$ cat src/rtl/decode_pkg.sv
// Shared decode definitions: opcodes, control-word layout, default control
// vectors and the hazard FSM state encoding.
package decode_pkg;

  localparam int CTRL_W = 9;

  localparam logic [5:0] OP_RTYPE = 6'h00;
  localparam logic [5:0] OP_LW    = 6'h23;
  localparam logic [5:0] OP_SW    = 6'h2B;
  localparam logic [5:0] OP_BEQ   = 6'h04;
  localparam logic [5:0] OP_ADDI  = 6'h08;

  // Control word bit positions, MSB first: regDst down to aluOp[1:0]
  localparam int CTRL_REGDST   = 8;
  localparam int CTRL_ALUSRC   = 7;
  localparam int CTRL_MEMTOREG = 6;
  localparam int CTRL_REGWRITE = 5;
  localparam int CTRL_MEMREAD  = 4;
  localparam int CTRL_MEMWRITE = 3;
  localparam int CTRL_BRANCH   = 2;
  localparam int CTRL_ALUOP_LSB = 0;

  typedef logic [CTRL_W-1:0] ctrlT;

  localparam ctrlT CTRL_RTYPE = 9'b1_0_0_1_0_0_0_10;
  localparam ctrlT CTRL_LW    = 9'b0_1_1_1_1_0_0_00;
  localparam ctrlT CTRL_SW    = 9'b0_1_0_0_0_1_0_00;
  localparam ctrlT CTRL_BEQ   = 9'b0_0_0_0_0_0_1_01;
  localparam ctrlT CTRL_ADDI  = 9'b0_1_0_1_0_0_0_00;
  localparam ctrlT CTRL_NONE  = '0;

  typedef enum logic {
    RUN   = 1'b0,
    STALL = 1'b1
  } stateT;

  function automatic ctrlT decodeCtrl(input logic [5:0] opcode);
    case (opcode)
      OP_RTYPE: decodeCtrl = CTRL_RTYPE;
      OP_LW:    decodeCtrl = CTRL_LW;
      OP_SW:    decodeCtrl = CTRL_SW;
      OP_BEQ:   decodeCtrl = CTRL_BEQ;
      OP_ADDI:  decodeCtrl = CTRL_ADDI;
      default:  decodeCtrl = CTRL_NONE;
    endcase
  endfunction

endpackage

$ cat src/rtl/regfile_bypass.sv
// Register file with two asynchronous read ports and one write port; a write
// in the same cycle as a read of the same nonzero index is forwarded.
module regfile_bypass #(
  parameter  int XLEN  = 32,
  parameter  int NREGS = 32,
  localparam int RA    = $clog2(NREGS)
) (
  input  logic            clk,
  input  logic            rst_n,
  input  logic [RA-1:0]   rsIdx,
  input  logic [RA-1:0]   rtIdx,
  output logic [XLEN-1:0] rsData,
  output logic [XLEN-1:0] rtData,
  input  logic            wbWe,
  input  logic [RA-1:0]   wbRd,
  input  logic [XLEN-1:0] wbData
);

  logic [XLEN-1:0] regs [NREGS];

  // Register zero is hardwired: writes to it are discarded.
  always_ff @(posedge clk or negedge rst_n) begin
    if (!rst_n) begin
      for (int i = 0; i < NREGS; i++) begin
        regs[i] <= '0;
      end
    end else if (wbWe && (wbRd != '0)) begin
      regs[wbRd] <= wbData;
    end
  end

  assign rsData = (rsIdx == '0)                ? '0     :
                  (wbWe && (wbRd == rsIdx))    ? wbData : regs[rsIdx];
  assign rtData = (rtIdx == '0)                ? '0     :
                  (wbWe && (wbRd == rtIdx))    ? wbData : regs[rtIdx];

endmodule

$ cat src/rtl/decode_pipe.sv
// Decode stage: instruction decode, operand fetch, load-use hazard FSM and the
// ID/EX pipeline register with valid/ready handshakes on both sides.
module decode_pipe
  import decode_pkg::*;
#(
  parameter  int XLEN         = 32,
  parameter  int NREGS        = 32,
  parameter  int LOAD_BUBBLES = 1,
  parameter  bit IMM_SIGNED   = 1'b1,
  localparam int RA           = $clog2(NREGS)
) (
  input  logic              clk,
  input  logic              rst_n,
  input  logic              in_valid,
  output logic              in_ready,
  input  logic [31:0]       in_instr,
  input  logic              flush,
  input  logic              wb_we,
  input  logic [RA-1:0]     wb_rd,
  input  logic [XLEN-1:0]   wb_data,
  output logic              out_valid,
  input  logic              out_ready,
  output logic [CTRL_W-1:0] out_ctrl,
  output logic [XLEN-1:0]   out_rs_data,
  output logic [XLEN-1:0]   out_rt_data,
  output logic [XLEN-1:0]   out_imm,
  output logic [RA-1:0]     out_rs,
  output logic [RA-1:0]     out_rt,
  output logic [RA-1:0]     out_rd
);

  logic [5:0]      opcode;
  logic [RA-1:0]   instrRs;
  logic [RA-1:0]   instrRt;
  logic [RA-1:0]   instrRd;
  logic [RA-1:0]   destIdx;
  logic [XLEN-1:0] rsData;
  logic [XLEN-1:0] rtData;
  logic [XLEN-1:0] immExt;
  ctrlT            decCtrl;

  stateT           state;
  stateT           nextState;
  logic [1:0]      cnt;
  logic [1:0]      nextCnt;
  logic            hazard;
  logic            loadInstr;
  logic            loadBubble;

  assign opcode  = in_instr[31:26];
  assign instrRs = RA'(in_instr[25:21]);
  assign instrRt = RA'(in_instr[20:16]);
  assign instrRd = RA'(in_instr[15:11]);
  assign decCtrl = decodeCtrl(opcode);
  assign destIdx = decCtrl[CTRL_REGDST] ? instrRd : instrRt;
  assign immExt  = IMM_SIGNED ? {{(XLEN-16){in_instr[15]}}, in_instr[15:0]}
                              : {{(XLEN-16){1'b0}}, in_instr[15:0]};

  regfile_bypass #(
    .XLEN  (XLEN),
    .NREGS (NREGS)
  ) uRegfile (
    .clk    (clk),
    .rst_n  (rst_n),
    .rsIdx  (instrRs),
    .rtIdx  (instrRt),
    .rsData (rsData),
    .rtData (rtData),
    .wbWe   (wb_we),
    .wbRd   (wb_rd),
    .wbData (wb_data)
  );

  // A load sitting in ID/EX whose destination feeds the presented instruction.
  assign hazard = out_valid && out_ctrl[CTRL_MEMREAD] && (out_rt != '0) &&
                  ((out_rt == instrRs) || (out_rt == instrRt)) && in_valid;

  always_ff @(posedge clk or negedge rst_n) begin
    if (!rst_n) begin
      state <= RUN;
      cnt   <= 2'd0;
    end else begin
      state <= nextState;
      cnt   <= nextCnt;
    end
  end

  // The hazard cycle itself loads the first bubble; STALL supplies the rest,
  // with cnt holding how many bubbles remain once STALL is entered.
  always_comb begin
    nextState  = state;
    nextCnt    = cnt;
    in_ready   = 1'b0;
    loadInstr  = 1'b0;
    loadBubble = 1'b0;
    case (state)
      STALL: begin
        if (out_ready) begin
          loadBubble = 1'b1;
          if (cnt <= 2'd1) begin
            nextState = RUN;
            nextCnt   = 2'd0;
          end else begin
            nextCnt = cnt - 2'd1;
          end
        end
      end
      default: begin
        if (hazard) begin
          if (out_ready) begin
            loadBubble = 1'b1;
            if (LOAD_BUBBLES > 1) begin
              nextState = STALL;
              nextCnt   = 2'(LOAD_BUBBLES - 1);
            end
          end
        end else begin
          in_ready  = !out_valid || out_ready;
          loadInstr = in_valid && in_ready;
        end
      end
    endcase
    if (flush) begin
      nextState  = RUN;
      nextCnt    = 2'd0;
      loadInstr  = 1'b0;
      loadBubble = 1'b0;
    end
  end

  // ID/EX register; a bubble keeps the previous operands and only zeroes ctrl.
  always_ff @(posedge clk or negedge rst_n) begin
    if (!rst_n) begin
      out_valid   <= 1'b0;
      out_ctrl    <= '0;
      out_rs_data <= '0;
      out_rt_data <= '0;
      out_imm     <= '0;
      out_rs      <= '0;
      out_rt      <= '0;
      out_rd      <= '0;
    end else if (flush) begin
      out_valid <= 1'b0;
      out_ctrl  <= '0;
    end else if (loadInstr) begin
      out_valid   <= 1'b1;
      out_ctrl    <= decCtrl;
      out_rs_data <= rsData;
      out_rt_data <= rtData;
      out_imm     <= immExt;
      out_rs      <= instrRs;
      out_rt      <= instrRt;
      out_rd      <= destIdx;
    end else if (loadBubble) begin
      out_valid <= 1'b1;
      out_ctrl  <= '0;
    end else if (out_ready) begin
      out_valid <= 1'b0;
    end
  end

endmodule

$ cat config.mk
export PLATFORM = sky130hd
export DESIGN_NAME = decode_pipe
export DESIGN_NICKNAME = d
export VERILOG_FILES = /design/src/rtl/decode_pkg.sv /design/src/rtl/regfile_bypass.sv /design/src/rtl/decode_pipe.sv
export SDC_FILE = /design/constraint.sdc
export NUM_CORES = 2
export LEC_CHECK = 0
export CORE_MARGIN = 8
export CORE_UTILIZATION = 40
export DETAILED_ROUTE_END_ITERATION = 7
export PLACE_DENSITY = 0.65
export SLEW_MARGIN = 10
export SYNTH_ARGS = -nofsm -noshare
export SYNTH_HDL_FRONTEND = slang
export SYNTH_SLANG_ARGS = --single-unit
export TNS_END_PERCENT = 5
$ cat constraint.sdc
create_clock -name clk -period 2.3 [get_ports clk]
set_input_delay 0.23 -clock clk [delete_from_list [all_inputs] [get_ports clk]]
set_output_delay 0.23 -clock clk [all_outputs]
set_load 0.01 [all_outputs]
After elaboration in Yosys (flattened, before gate mapping)
Index checks and enable logic that the tools add are counted.
- bitwise operators: 4
- eq/ne operators: 8
- reductions and logical operators: 23
- multiplexer cells: 39
- add/sub/neg operators: 1
- $lt $le $gt $ge: 5
- operators by type and width (operator ; number):
    $bwmux W1024 ; 1
    $bmux W32 S5 ; 2
    $mux W32 ; 9
    $demux W32 S5 ; 1
    $pmux W9 S5 ; 1
    $mux W9 ; 3
    $eq A5 B5 Y1 ; 4
    $ge A6 B6 Y1 const B ; 3
    $not A5 Y6 ; 3
    $mux W1 ; 17
    $eq A6 B6 Y1 const B ; 2
    $logic_not A5 Y1 ; 2
    $reduce_bool A5 Y1 ; 2
    $logic_and A1 B1 Y1 ; 9
    $mux W2 ; 4
    $eq A6 B3 Y1 const B ; 1
    $eq A6 B4 Y1 const B ; 1
    $logic_not A6 Y1 ; 1
    $lt A6 B1 Y1 const B ; 1
    $mux W5 ; 1
    $reduce_and A2 Y1 ; 2
    $reduce_bool A2 Y1 ; 2
    $reduce_bool A4 Y1 ; 1
    $reduce_bool A3 Y1 ; 1
    5 further kinds ; 6
- word-level logic and storage cells: 122
- output and inout bits: 122
- register bits after elaboration: 1132
- bits of input ports: 75

Longest topological paths before layout
- depth in word-level cells: 10
- gate-level depth with buffers: 10
- mapped depth without buffers: 6

Modules after synthesis
From an unflattened synthesis, not the netlist that was laid out.
- cell total of the unflattened synthesis: 4169
- area, all modules: 60235.3 sq um
- modules (own cells, without submodules) (module ; cells an instance ; times used ; area an instance (sq um)):
    regfile_bypass ; 3881 ; 1 ; 55866.1
    decode_pipe ; 288 ; 1 ; 4369.2

Worst setup path before layout
Ideal clock, no wire load.
- kind: input to register
- start: input in_instr[21]
- end: register out_rs_data[22]
- setup time: 0.133 ns
- stages: 8
- setup slack: 0.395 ns
- arrival time: 1.772 ns
- cell sequence: buf_4 buf_4 buf_2 mux4_2 a22oi_1 nand4_1 mux2i_1 o21ai_0
- word-level cells in the longest chain between the ends: 8
- elaborated cells on any way between the ends: 17
- those cells by class: eq/ne (2); mux (8); bitwise (1); reduce/logical (6)
- RTL lines (element ; RTL line ; RTL):
    start, declared ; decode_pipe.sv:16 ; input logic [31:0] in_instr,
    parallel branches: the longest is 8 deep, another holds $bmux W32 S5 ; - ;
    end signal, assigned ; decode_pipe.sv:148 ; out_rs_data <= rsData;
    end, declared ; decode_pipe.sv:24 ; output logic [XLEN-1:0] out_rs_data,
Several ways; the timed one is not identified. The select of a mux whose other input is x is not followed.
A chain may end at the register's enable or synchronous reset.

Worst setup path in the final report
- start: register out_rt[1]
- end: output in_ready
- word-level cells in the longest chain between the ends: 6
- elaborated cells on any way between the ends: 9
- those cells by class: eq/ne (2); mux (2); reduce/logical (5)
- RTL lines (element ; RTL line ; RTL):
    start, declared ; decode_pipe.sv:28 ; output logic [RA-1:0] out_rt,
    start signal, assigned ; decode_pipe.sv:152 ; out_rt <= instrRt;
    $eq A5 B5 Y1 or $reduce_bool A5 Y1 (tied branches) ; decode_pipe.sv:76, decode_pipe.sv:75 ;
    $logic_or A1 B1 Y1 or $logic_and A1 B1 Y1 (tied branches) ; decode_pipe.sv:76, decode_pipe.sv:75 ;
    $logic_and A1 B1 Y1 * ; decode_pipe.sv:75 ; assign hazard = out_valid && out_ctrl[CTRL_MEMREAD] && (out_rt != '0) &&
    $logic_and A1 B1 Y1 * ; decode_pipe.sv:76 ; ((out_rt == instrRs) || (out_rt == instrRt)) && in_valid;
    $mux W1 * ; decode_pipe.sv:109 ; if (hazard) begin
    $mux W1 * ; decode_pipe.sv:96 ; case (state)
    end, declared ; decode_pipe.sv:15 ; output logic in_ready,
Every way passes the cells marked *; elsewhere a longest branch is shown, timed or not.

==> qor.csv <==
stage,metric,value,unit
status,outcome,"finished, violations left",
status,failing checks,negative setup slack,
floorplan,Die Width,401,um
routing,drt first pass iters,5,
grt,GRT overflow,0,
yosys,"Seq/Total Area, Yosys",47.7,%
cts,Inserted Clock Buffers,117,
floorplan,area of the core,147000,um2
finish,area of the multi-input gates,29000,um2
yosys,Synth cell types,44,
routing,ANT nets after route,0,
finish,fill count,12701,
cts,H-tree depth,3,
yosys,cell count after synthesis,4484,
pwr,Clk network pwr share,33.9,%
timing,share of the clock period used by the worst path,100,%
pwr,leak pwr,32.2,nW
timing,# setup viols final,1,
yosys,Main synth FF type,dfrtp_1,
grt,vias in the first global route,42253,
pwr,sw frac,28.0,%
routing,residual DRC count,0,
timing,final worst slack,-7.54,ps
timing,fin crit period,2310,ps
timing,Max Slew Vio Count,0,
routing,wire per inst,28.6,um
setup_path,Crit Path Class,reg2out,
finish,Area Overhead vs Synth,20.3,%
timing,Slew HR,29.0,%
setup_path,Critical R2R Launch,out_rt[1],
hold_path,hold_sp,in_instr[5],
routing,DR iter-0 viols,3761,
placement,HPWL Detailed,126000,um
timing,WHS,101,ps
pwr,logic gate share of total power,20.7,%
hold_path,min-delay worst type,in2reg,
floorplan,# rows,141,
timing,Sum Neg Setup Slack,-7.54,ps
setup_path,CP startpoint kind,register,
setup_path,CP max FO,4,
timing,RSZ-0062 raised after global routing,true,
pwr,Pwr Density,818,nW/um2
routing,DR vias,41515,
yosys,Post-synth EDFFs,0,
grt,pin count of the biggest net entering global routing,116,
timing,slew of the pin with the lowest slew margin,1060,ps
yosys,synthesized area,59200,um2
timing,fmax,0.433,GHz
pwr,sequential power share,45.4,%
timing,Post-Route Skew,45.1,ps
floorplan,Initial Util,40.2,%
placement,Routability Congestion,0.853,
setup_path,register-to-register setup slack,60,ps
hold_path,WHS Path Cells,2,
cts,clk_lat worst skew,760,ps
floorplan,die height,401,um
setup_path,Critical Path End Type,output pin,
yosys,Synth warnings,0,
finish,Nets,4849,
cts,CTS tree,yes,
setup_path,Worst Path Required,2070,ps
pwr,P_int,41.9,mW
floorplan,die area,161000,um2
finish,Register Area,28300,um2
yosys,synthesized net count,4559,
cts,TritonCTS Sinks,1129,
floorplan,IO Count,197,
yosys,syn_area_per_cell,13.2,um2
setup_path,FF-to-FF End,out_rs_data[0],
pwr,maximum VDD drop,0.608,mV
routing,via-per-instance ratio,6.10,
cts,Root Buffer,clkbuf_16,
pwr,Psw,16.3,mW
grt,first-pass GRT wire length,287000,um
cts,Clock Path Buffers,3,
hold_path,Worst Hold Endpoint,out_imm[5],
yosys,Seq cells post-synth,1129,
timing,Fin. Hold Viols,0,
routing,final WL,194000,um
flow_run,max_cap viols,0,
finish,layout cells sized above 1,40.9,%
grt,global router's overall resource usage,23.4,%
setup_path,CP Data Arrival Time,2080,ps
setup_path,reg2reg path depth,8,
cts,clock-pin slew on the worst setup and hold paths,60,ps
grt,initial antenna violation count,2,
yosys,post-synthesis async set-or-reset flop share,100,%
placement,Port Buf Inserts,196,
placement,DP Worst Slack,-422,ps
==> worst max path at each step <==
stage / endpoint / slack (ps) / cells past startpoint / from
after floorplan: out_rs_data[22] / 390 / 8 / in_instr[21]
after global placement: out_rs_data[26] / -460 / 9 / in_instr[25]
after detailed placement: out_rs_data[21] / -420 / 9 / in_instr[25]
after CTS: in_ready / -20 / 7 / out_rt[4]
after global routing: in_ready / -80 / 6 / out_rt[1]
final: in_ready / -8 / 6 / out_rt[1]
==> metrics by stage <==
step,instances,power (mW),utilization [%],instance area [um2]
2_1_floorplan,4484,33.9,-,59200
5_1_grt,6802,60.6,48.3,71200
3_3_place_gp,6577,38.1,45.6,67100
6_report,6803,58.3,48.3,71200
3_5_place_dp,6577,38.7,45.6,67100
4_1_cts,6800,58.5,48.3,71100
==> cells in the final DEF, fill, tap and decap left out, types with 4 or more instances in the layout <==
cell	n
dfrtp_1	1125
mux2_2	1015
mux2i_1	594
buf_4	293
a22oi_1	262
mux4_2	248
nand2_1	218
clkdlybuf4s50_1	190
buf_12	169
nand3_1	129
a21oi_1	128
clkbuf_16	117
o21ai_0	68
nand4_1	63
clkbuf_8	31
clkinv_2	25
clkbuf_1	25
nor2_4	18
nand2_2	15
nor2_1	13
bufinv_16	9
xor2_1	8
nor3b_1	7
xnor2_1	7
xnor2_2	5
o21ai_1	5
nor2b_4	4
o22ai_1	4
nand4b_1	4
dfrtp_2	4
==> per-layer routing <==
metal	GRT usage, %	share of wire, %	vias up
li1	-	-	17331
met1	31.8	42	21999
met2	37.3	46	1761
met3	4.55	7.4	424
met4	8.96	3.9	0
met5	0	0	-
==> cell usage after synthesis, types with 8 or more instances <==
cell type  count  area share, %
a22oi_1      262            3.3
mux4_2       248            9.4
buf_2        151            1.3
mux2i_1      594             10
xnor2_1       12           0.18
xor2_1         8           0.12
dfrtp_1     1129             48
buf_4         59           0.75
nor2_1        31           0.20
buf_1         47           0.30
clkbuf_1     229            1.5
nand2_1      233            1.5
a21oi_1      129            1.1
nor3b_1        9           0.11
mux2_2      1015             19
nand4_1       63           0.67
o21ai_0       68           0.58
nand3_1      131            1.1
==> flip-flops by register name, summed over array words and instances, names as in the netlist <==
register	flops
cnt	2
out_ctrl	6
out_imm	16
out_rd	5
out_rs	5
out_rs_data	32
out_rt	5
out_rt_data	32
out_valid	1
state	1
uRegfile.regs	1024
==> cells by family (layout without fill, tap and decap cells) <==
kind of cell,count (synthesis),count (layout),share of synthesized area (%)
XOR/XNOR,20,20,0.296
AND/OR/NAND/NOR,501,501,3.99
flip-flops,1129,1129,47.7
buffers and inverters,493,881,3.87
AO/OA/AOI/OAI,482,482,5.27
multiplexers,1859,1859,38.8
other,0,1,0
==> power groups by stage <==
stage | logic (mW) | registers (mW) | clock network, mW
floorplan | 7.98 | 25.9 | 0
global placement | 11.8 | 26.4 | 0
detailed placement | 12.0 | 26.7 | 0
CTS | 12.1 | 26.3 | 20.1
global route | 12.9 | 26.9 | 20.8
finish | 12.1 | 26.4 | 19.7
==> cell type report <==
type                            instances  area share, %
Clock inverter                         44          0.734
Timing Repair Buffer                  661           10.7
Multi-Input combinational cell       2862           40.7
Tap cell                             1930           3.39
Inverter                                3         0.0158
Sequential cell                      1129           39.7
Clock buffer                          173           4.84
Antenna cell                            1        0.00351
==> what timing repair did <==
item / in CTS / in global routing
setup buffers: 4 / 3
pin swaps: 5 / 7
hold endpoints to repair: 1047 / 0
resized for setup: 9 / 10
hold buffers: 2 / 0
endpoints found under the setup margin: 1 / 21
==> critical path: stages, from the launching register on <==
cell,delay (ps)
dfrtp_2,460
buf_6,140
nor3_4,180
a21oi_2,100
a21o_1,180
nor2_1,120
buf_2,150
(Power assumes the default switching activity.)
